--- src/rtl/sync_fifo.sv ---
// sync_fifo: single-clock parametrised FIFO with show-ahead output.
//
// Reads and writes are level-sensitive enables sampled on the rising edge of clk_i.
// Besides full/empty it reports a fill level and programmable almost-full/almost-empty
// flags, and it supports a synchronous flush and sticky overflow/underflow flags.
//
// Parameters:
//   log2_addr  - address bits, depth = 2**log2_addr (>= 1)
//   data_width - bits per entry
//   af_level   - almost_full_o when level >= af_level (1..depth)
//   ae_level   - almost_empty_o when level <= ae_level (0..depth-1)
//
// Ports:
//   clk_i          - system clock
//   n_reset_i      - synchronous active-low reset
//   flush_i        - synchronous flush, discards contents, keeps error flags
//   data_i, wr_i   - write data / write enable (one entry per cycle)
//   rd_i           - read enable (pop one entry per cycle)
//   data_o         - head-of-queue data, valid while fifo_empty_o = 0
//   fifo_empty_o   - level == 0
//   fifo_full_o    - level == depth
//   almost_empty_o - level <= ae_level
//   almost_full_o  - level >= af_level
//   level_o        - current entry count, 0..depth
//   overflow_o     - sticky: a write was refused
//   underflow_o    - sticky: a read was refused
//   clr_err_i      - clears overflow_o and underflow_o (a new error wins)
module sync_fifo #(
    parameter int unsigned log2_addr  = 3,
    parameter int unsigned data_width = 8,
    parameter int unsigned af_level   = (1 << log2_addr) - 1,
    parameter int unsigned ae_level   = 1
) (
    input  logic                  clk_i,
    input  logic                  n_reset_i,
    input  logic                  flush_i,
    input  logic [data_width-1:0] data_i,
    input  logic                  wr_i,
    input  logic                  rd_i,
    output logic [data_width-1:0] data_o,
    output logic                  fifo_empty_o,
    output logic                  fifo_full_o,
    output logic                  almost_empty_o,
    output logic                  almost_full_o,
    output logic [log2_addr:0]    level_o,
    output logic                  overflow_o,
    output logic                  underflow_o,
    input  logic                  clr_err_i
);

    localparam int unsigned depth = 1 << log2_addr;
    localparam logic [log2_addr:0] depth_cnt = (log2_addr + 1)'(depth);
    localparam logic [log2_addr:0] af_cnt    = (log2_addr + 1)'(af_level);
    localparam logic [log2_addr:0] ae_cnt    = (log2_addr + 1)'(ae_level);

    logic [data_width-1:0] mem [depth];

    // Pointers carry one extra bit so they wrap modulo 2*depth.
    logic [log2_addr:0] head_q, head_d;
    logic [log2_addr:0] tail_q, tail_d;
    logic [log2_addr:0] count_q, count_d;
    logic               overflow_q, overflow_d;
    logic               underflow_q, underflow_d;

    logic empty, full;
    logic rd_acc, wr_acc;
    logic mem_we;

    assign empty = (count_q == '0);
    assign full  = (count_q == depth_cnt);

    always_comb begin
        head_d      = head_q;
        tail_d      = tail_q;
        count_d     = count_q;
        overflow_d  = overflow_q;
        underflow_d = underflow_q;
        rd_acc      = rd_i & ~empty;
        // A write into a full FIFO is fine when a pop frees a slot the same edge.
        wr_acc      = wr_i & (~full | rd_acc);

        if (flush_i) begin
            head_d  = '0;
            tail_d  = '0;
            count_d = '0;
        end else begin
            if (wr_acc) begin
                head_d = head_q + 1'b1;
            end
            if (rd_acc) begin
                tail_d = tail_q + 1'b1;
            end
            count_d = count_q + (log2_addr + 1)'(wr_acc) - (log2_addr + 1)'(rd_acc);

            // Clear first so a fresh error in the same cycle still sets the flag.
            if (clr_err_i) begin
                overflow_d  = 1'b0;
                underflow_d = 1'b0;
            end
            if (wr_i & ~wr_acc) begin
                overflow_d = 1'b1;
            end
            if (rd_i & ~rd_acc) begin
                underflow_d = 1'b1;
            end
        end
    end

    always_ff @(posedge clk_i) begin
        if (!n_reset_i) begin
            head_q      <= '0;
            tail_q      <= '0;
            count_q     <= '0;
            overflow_q  <= 1'b0;
            underflow_q <= 1'b0;
        end else begin
            head_q      <= head_d;
            tail_q      <= tail_d;
            count_q     <= count_d;
            overflow_q  <= overflow_d;
            underflow_q <= underflow_d;
        end
    end

    // Storage is never reset; only the pointers define which entries are live.
    assign mem_we = n_reset_i & ~flush_i & wr_acc;

    always_ff @(posedge clk_i) begin
        if (mem_we) begin
            mem[head_q[log2_addr-1:0]] <= data_i;
        end
    end

    // Unregistered read from the tail keeps the output show-ahead.
    assign data_o         = mem[tail_q[log2_addr-1:0]];
    assign fifo_empty_o   = empty;
    assign fifo_full_o    = full;
    assign almost_empty_o = (count_q <= ae_cnt);
    assign almost_full_o  = (count_q >= af_cnt);
    assign level_o        = count_q;
    assign overflow_o     = overflow_q;
    assign underflow_o    = underflow_q;

endmodule

--- config.mk ---
export PLATFORM = sky130hd
export DESIGN_NAME = sync_fifo
export DESIGN_NICKNAME = d
export VERILOG_FILES = /design/src/rtl/sync_fifo.sv
export SDC_FILE = /design/constraint.sdc
export NUM_CORES = 1
export LEC_CHECK = 0
export ABC_AREA = 1
export ABC_CLOCK_PERIOD_IN_PS = 2500
export BUFFER_PORTS_ARGS = -buffer_cell sky130_fd_sc_hd__buf_2
export CORE_AREA = 2 2 84 86
export CTS_CLUSTER_DIAMETER = 80
export DETAILED_ROUTE_END_ITERATION = 8
export DIE_AREA = 0 0 86 88
export HOLD_SLACK_MARGIN = 0.1
export PLACE_DENSITY = 0.71
export SLEW_MARGIN = 20
export SYNTH_ARGS = -nofsm -noshare
export SYNTH_HDL_FRONTEND = slang
export SYNTH_SLANG_ARGS = --single-unit
--- constraint.sdc ---
create_clock -name clk_i -period 2.5 [get_ports clk_i]
set_input_delay 0.5 -clock clk_i [delete_from_list [all_inputs] [get_ports clk_i]]
set_output_delay 0.5 -clock clk_i [all_outputs]
set_load 0.02 [all_outputs]
==> flow_summary.json, run 1 <==
{
  "r2r_start": "level_o[2]$_SDFF_PP0_",
  "cts_buffers": 9,
  "place_congestion": 0.7289,
  "r2r-end": "level_o[1]$_SDFF_PP0_",
  "combPwrFrac_pct": 11.0,
  "regArea_mm2": 0.002222,
  "yosys_warnings": 0,
  "holdWs_ns": 0.4109,
  "dieArea_mm2": 0.007568,
  "worst-path-max-fanout": 32,
  "tightest_slew_ns": 0.5839,
  "p_total_mw": 2.731,
  "synth_top_area_share_pct": 57.14,
  "fp-row-count": 30,
  "ctsLongestPathBuffers": 2,
  "core_mm2": 0.006644,
  "slowest_delay_ns": 0.44,
  "avgSynthCellArea_um2": 10.92,
  "fin_crit_sh_pct": 90.14,
  "worst-path-buf-inv": 2,
  "antenna_found_initial": 0,
  "cap_violations": 0,
  "synthTopCellsByArea": "edfxtp_1, dfxtp_1, nor2_1",
  "post-route-drc-count": 0,
  "power.share.clock_pct": 35.8,
  "skew_ns": 0.005153,
  "synthFlopType": "edfxtp_1",
  "grt_pass1_wl_um": 10520,
  "hold_violations": 0,
  "ys_seq_area_share_pct": 66.07,
  "setup_tns_ns": 0,
  "reg2reg_depth": 10,
  "syn_area_mm2": 0.003363,
  "die_w_um": 86,
  "maxSlewViolCount": 0,
  "ys_seq_elements": 79,
  "synth_cell_type_count": 27,
  "cts.clk_slew.worst_paths_ns": 0.07,
  "synth_top_cell_by_area": "edfxtp_1",
  "vias": 2298,
  "min_to": "underflow_o$_SDFFE_PN0P_",
  "grt_max_degree": 33,
  "synthArstFlopShare_pct": 0,
  "die_h_um": 88,
  "crit_chain": "inv_2, o21ai_0, o21ai_0, nand2_1, nand2_1, buf_2",
  "power.internal_mw": 2.093,
  "setup_viol": 0,
  "critPathKind": "reg2out",
  "cts.sinks": 79,
  "synth_nets": 332,
  "worstHoldPathCells": 3,
  "critPathRequiredTime_ns": 2.00,
  "io_pins": 32,
  "r2r_setup_slack_ns": 0.43,
  "clk_latency_ns": 0.34,
  "hold_buffers": 0,
  "end_kind": "primary output",
  "num-fill-cells": 522,
  "area_growth_pct": 15.07,
  "power_leakage_nw": 1.510,
  "routed_wl_um": 6441,
  "relSlewSlack_pct": 61.02,
  "switching_share_pct": 23.33,
  "start_util_pct": 50.62,
  "portBuffers": 31,
  "finalCriticalPeriod_ns": 2.254,
  "yosysMostFrequentCell": "nor2_1",
  "cts_tree": "done",
  "synth_edf_count": 64,
  "hpwlAfterDp_um": 4078,
  "cp-start-kind": "register",
  "drt_iter0_markers": 211,
  "hold_class": "in2reg",
  "synth_common_cells": "nor2_1, edfxtp_1, nand2_1, o21ai_1, o21ai_0",
  "overflow": 0,
  "path_delay_family": "buffers and inverters",
  "diodes": 0,
  "cts_resized": 0,
  "cts_root_buffer": "clkbuf_8",
  "min_from": "n_reset_i",
  "post_cts.repair.setup_buffers": 0,
  "powerDensity_mw_per_mm2": 705.6,
  "max_freq_mhz": 443.8,
  "seqPwrFrac_pct": 53.2,
  "slowest_stage": "inv_2",
  "multi_input_area_mm2": 0.001012,
  "rsz0062_at_grt": "no",
  "drt-wirelength-per-cell_um": 14.77,
  "status": "finished clean",
  "synth_cells": 308,
  "track_usage_pct": 18.70,
  "grt_pass1_vias": 2203,
  "drive_above_1_share_pct": 18.82,
  "postRouteAntennaNets": 0,
  "crit_arrival_ns": 1.75,
  "via_per_inst": 5.271,
  "firstDrtPassIters": 4,
  "layout.nets": 377,
  "ir_drop_mv": 0.2896,
  "switchingPower_uw": 637.1,
  "htreeDepth": 3
}
flip-flops by register name (all words and copies together) (netlist names), named ones only:
name and cells:
mem 64, overflow_o 1, underflow_o 1, level_o 4, tail_q 3, head_q 3
worst max-delay path by stage:
| stage | to | depth (start not counted) |
|---|---|---|
| 4_1_cts | data_o[2] | 6 |
| 3_5_place_dp | level_o[1]$_SDFF_PP0_ | 10 |
| 5_1_grt | data_o[2] | 6 |
| 6_report | data_o[2] | 6 |
| 3_3_place_gp | level_o[1]$_SDFF_PP0_ | 10 |
| 2_1_floorplan | level_o[2]$_SDFF_PP0_ | 10 |
through the flow:
stage | area, um^2 | setup WS (ns) | util [%] | std cells
after floorplan | 3363 | 0.3706 | - | 308
after global placement | 3670 | 0.5242 | 55.24 | 422
after detailed placement | 3670 | 0.4551 | 55.24 | 422
after CTS | 3870 | 0.2395 | 58.25 | 436
after global routing | 3870 | 0.06667 | 58.25 | 436
final | 3870 | 0.2465 | 58.25 | 436
final cells by class:
class	count	area share, %
Sequential cell	79	57.42
Multi-Input combinational cell	199	26.16
Timing Repair Buffer	46	6.919
Clock buffer	10	3.298
Tap cell	80	2.586
Clock inverter	4	1.875
Inverter	18	1.746
metal layers:
layer	up-vias	routed length (um)	track usage, %
met5	-	0	0
met4	0	106	9.380
met3	9	317	3.487
met2	61	3063	30.58
met1	1091	2953	24.02
li1	1137	-	-
cells in the final DEF, fill, tap and decap left out, types with 2 or more instances in the layout:
master | Yosys | final
nand2_4 | 2 | 2
a21oi_1 | 8 | 8
bufinv_16 | 0 | 2
edfxtp_1 | 64 | 64
ha_1 | 9 | 9
o21ai_1 | 27 | 27
buf_4 | 2 | 15
nor2_1 | 70 | 70
nand3_1 | 10 | 10
clkbuf_8 | 0 | 9
buf_2 | 7 | 31
o21ai_0 | 24 | 24
nand2_1 | 38 | 38
dfxtp_1 | 15 | 15
inv_1 | 17 | 17
power by group through the flow:
| stage | clock (mW) | combinational, mW | sequential (mW) |
|---|---|---|---|
| after floorplan | 0 | 0.201 | 1.49 |
| after global placement | 0 | 0.295 | 1.48 |
| after detailed placement | 0 | 0.300 | 1.48 |
| after CTS | 0.990 | 0.302 | 1.45 |
| after global routing | 1.05 | 0.344 | 1.46 |
| final | 0.976 | 0.300 | 1.45 |
cells by family after synthesis:
| logic type | Yosys count | synth area share, % |
|---|---|---|
| AND/OR/NAND/NOR | 127 | 16.63 |
| flip-flops | 79 | 66.07 |
| AO/OA/AOI/OAI | 60 | 9.003 |
| buffers and inverters | 30 | 3.831 |
| adder cells (fa/ha/maj) | 10 | 3.944 |
| XOR/XNOR | 2 | 0.5209 |
worst reg2reg max path, stage by stage (launching register included):
cell and delay [ns]:
dfxtp_1 0.36, inv_1 0.10, ha_1 0.24, nand2_2 0.10, nand2_4 0.09, or2_1 0.27, nand2_1 0.09, ha_1 0.18
fa_1 0.42, inv_1 0.07, nor2_1 0.04
No activity file was read; power rests on OpenSTA's default activity.
==> run 2: changes to the inputs <==
ABC_CLOCK_PERIOD_IN_PS = 2600   (was 2500)
CORE_AREA = 2 2 77 79   (was 2 2 84 86)
DIE_AREA = 0 0 79 81   (was 0 0 86 88)
PLACE_DENSITY = 0.82   (was 0.71)
clock period = 2.6 ns   (was 2.5 ns; I/O delays follow)
==> run 2 against run 1 <==
Effect of this change:
- via count decreased by 1.3%
- clock power decreased by 22%
- utilization increased by 9.1 points
- total power decreased by 10%
- largest cell class unchanged
- largest power group unchanged
- critical path depth unchanged
- non-clock buffer count decreased by 1
==> flow_summary.json, run 2 (synthesized netlist as in run 1, its figures left out) <==
{
  "critPathKind": "reg2out",
  "ctsLongestPathBuffers": 2,
  "area_growth_pct": 13.58,
  "skew_ns": 0.006637,
  "drt_iter0_markers": 161,
  "power.internal_mw": 1.821,
  "cts_tree": "done",
  "critPathRequiredTime_ns": 2.08,
  "layout_common_cells": "nor2_1, edfxtp_1, nand2_1, buf_2, o21ai_1",
  "drt-wirelength-per-cell_um": 14.59,
  "grt_pass1_wl_um": 10070,
  "combPwrFrac_pct": 11.8,
  "setup_viol": 0,
  "via_per_inst": 5.248,
  "grt_max_degree": 33,
  "start_util_pct": 59.26,
  "die_w_um": 79,
  "place_congestion": 0.7786,
  "layout.cells.non_filler": 432,
  "switching_share_pct": 25.54,
  "vias": 2267,
  "firstDrtPassIters": 4,
  "finalCriticalPeriod_ns": 2.189,
  "dieArea_mm2": 0.006399,
  "cts.clk_slew.worst_paths_ns": 0.08,
  "status": "finished clean",
  "diodes": 0,
  "cp-start-kind": "register",
  "overflow": 0,
  "core_mm2": 0.005675,
  "track_usage_pct": 21.47,
  "rsz0062_at_grt": "no",
  "routed_wl_um": 6304,
  "power_leakage_nw": 1.493,
  "hold_violations": 0,
  "holdWs_ns": 0.4331,
  "crit_arrival_ns": 1.67,
  "power.share.clock_pct": 31.1,
  "die_h_um": 81,
  "htreeDepth": 3,
  "hold_class": "in2reg",
  "num-fill-cells": 437,
  "fin_crit_sh_pct": 84.19,
  "cts_buffers": 9,
  "maxSlewViolCount": 0,
  "layout.nets": 376,
  "p_total_mw": 2.446,
  "cts_root_buffer": "clkbuf_8",
  "hpwlAfterDp_um": 4065,
  "max_freq_mhz": 456.8,
  "grt_pass1_vias": 2178,
  "mostFrequentLayoutCell": "nor2_1",
  "cts_resized": 0,
  "largest_register_ffs": 64,
  "cts.sinks": 79,
  "cap_violations": 0,
  "clk_latency_ns": 0.35,
  "worst-path-max-fanout": 32,
  "seqPwrFrac_pct": 57.1,
  "relSlewSlack_pct": 64.78,
  "post-route-drc-count": 0,
  "end_kind": "primary output",
  "antenna_found_initial": 0,
  "portBuffers": 31,
  "setup_tns_ns": 0,
  "switchingPower_uw": 624.6,
  "powerDensity_mw_per_mm2": 640.3,
  "drive_above_1_share_pct": 19.05,
  "ir_drop_mv": 0.4033,
  "postLayoutCoreUtil_pct": 67.31,
  "tightest_slew_ns": 0.5275,
  "fp-row-count": 28,
  "dp_cells": 416,
  "io_pins": 32,
  "post_cts.repair.setup_buffers": 0,
  "hold_buffers": 0,
  "postRouteAntennaNets": 0
}
-- run 2: cell types whose count changed in the layout (fill, tap and decap cells not counted), sizes merged --
cell	before	now
clkinv	1	6
buf	46	45
clkbuf	10	9
bufinv	2	0
-- run 2: worst paths after layout --
path	to	slack, ns	cells after the start	startpoint
setup / recovery	data_o[3]	0.41	6	register
setup reg to reg	level_o[2]$_SDFF_PP0_	0.55	11	level_o[2]$_SDFF_PP0_
hold / removal	mem[4][0]$_DFFE_PP_	0.43	1	data_i[0]
hold reg to reg	underflow_o$_SDFFE_PN0P_	0.47	2	underflow_o$_SDFFE_PN0P_
-- run 2: through the flow --
step / cell area, um^2 / worst slack (ns)
6_report: 3820 / 0.4111
5_1_grt: 3820 / 0.2387
4_1_cts: 3820 / 0.3970
3_5_place_dp: 3656 / 0.5678
3_3_place_gp: 3656 / 0.6336
2_1_floorplan: 3363 / 0.4706
-- run 2: cell type report --
class                           count  area, um^2  share of cell area, %
Tap cell                           75       93.84                  2.457
Inverter                           18       67.56                  1.769
Multi-Input combinational cell    199        1012                  26.50
Timing Repair Buffer               45       260.3                  6.813
Clock inverter                      7       40.04                  1.048
Clock buffer                        9       123.9                  3.243
Sequential cell                    79        2222                  58.17
-- run 2: layer usage --
layer  global-route usage [%]  vias up  part of all wire [%]
met5                        0        -                     0
met4                    12.07        0                   2.0
met3                    4.333       11                   5.8
met2                    37.03       65                    51
met1                    25.30     1056                    41
li1                         -     1135                     -
-- run 2: power by group through the flow --
| stage | clock network [mW] | registers, mW | logic (mW) |
|---|---|---|---|
| floorplan | 0 | 1.43 | 0.193 |
| global placement | 0 | 1.43 | 0.278 |
| detailed placement | 0 | 1.43 | 0.288 |
| CTS | 0.769 | 1.40 | 0.290 |
| global route | 0.819 | 1.40 | 0.323 |
| finish | 0.760 | 1.40 | 0.289 |
-- run 2: critical path, stage by stage (launching register included) --
cell     delay (ns)
dfxtp_1        0.34
inv_2          0.41
o21ai_0        0.17
o21ai_0        0.10
nand2_1        0.07
nand2_1        0.08
buf_2          0.16
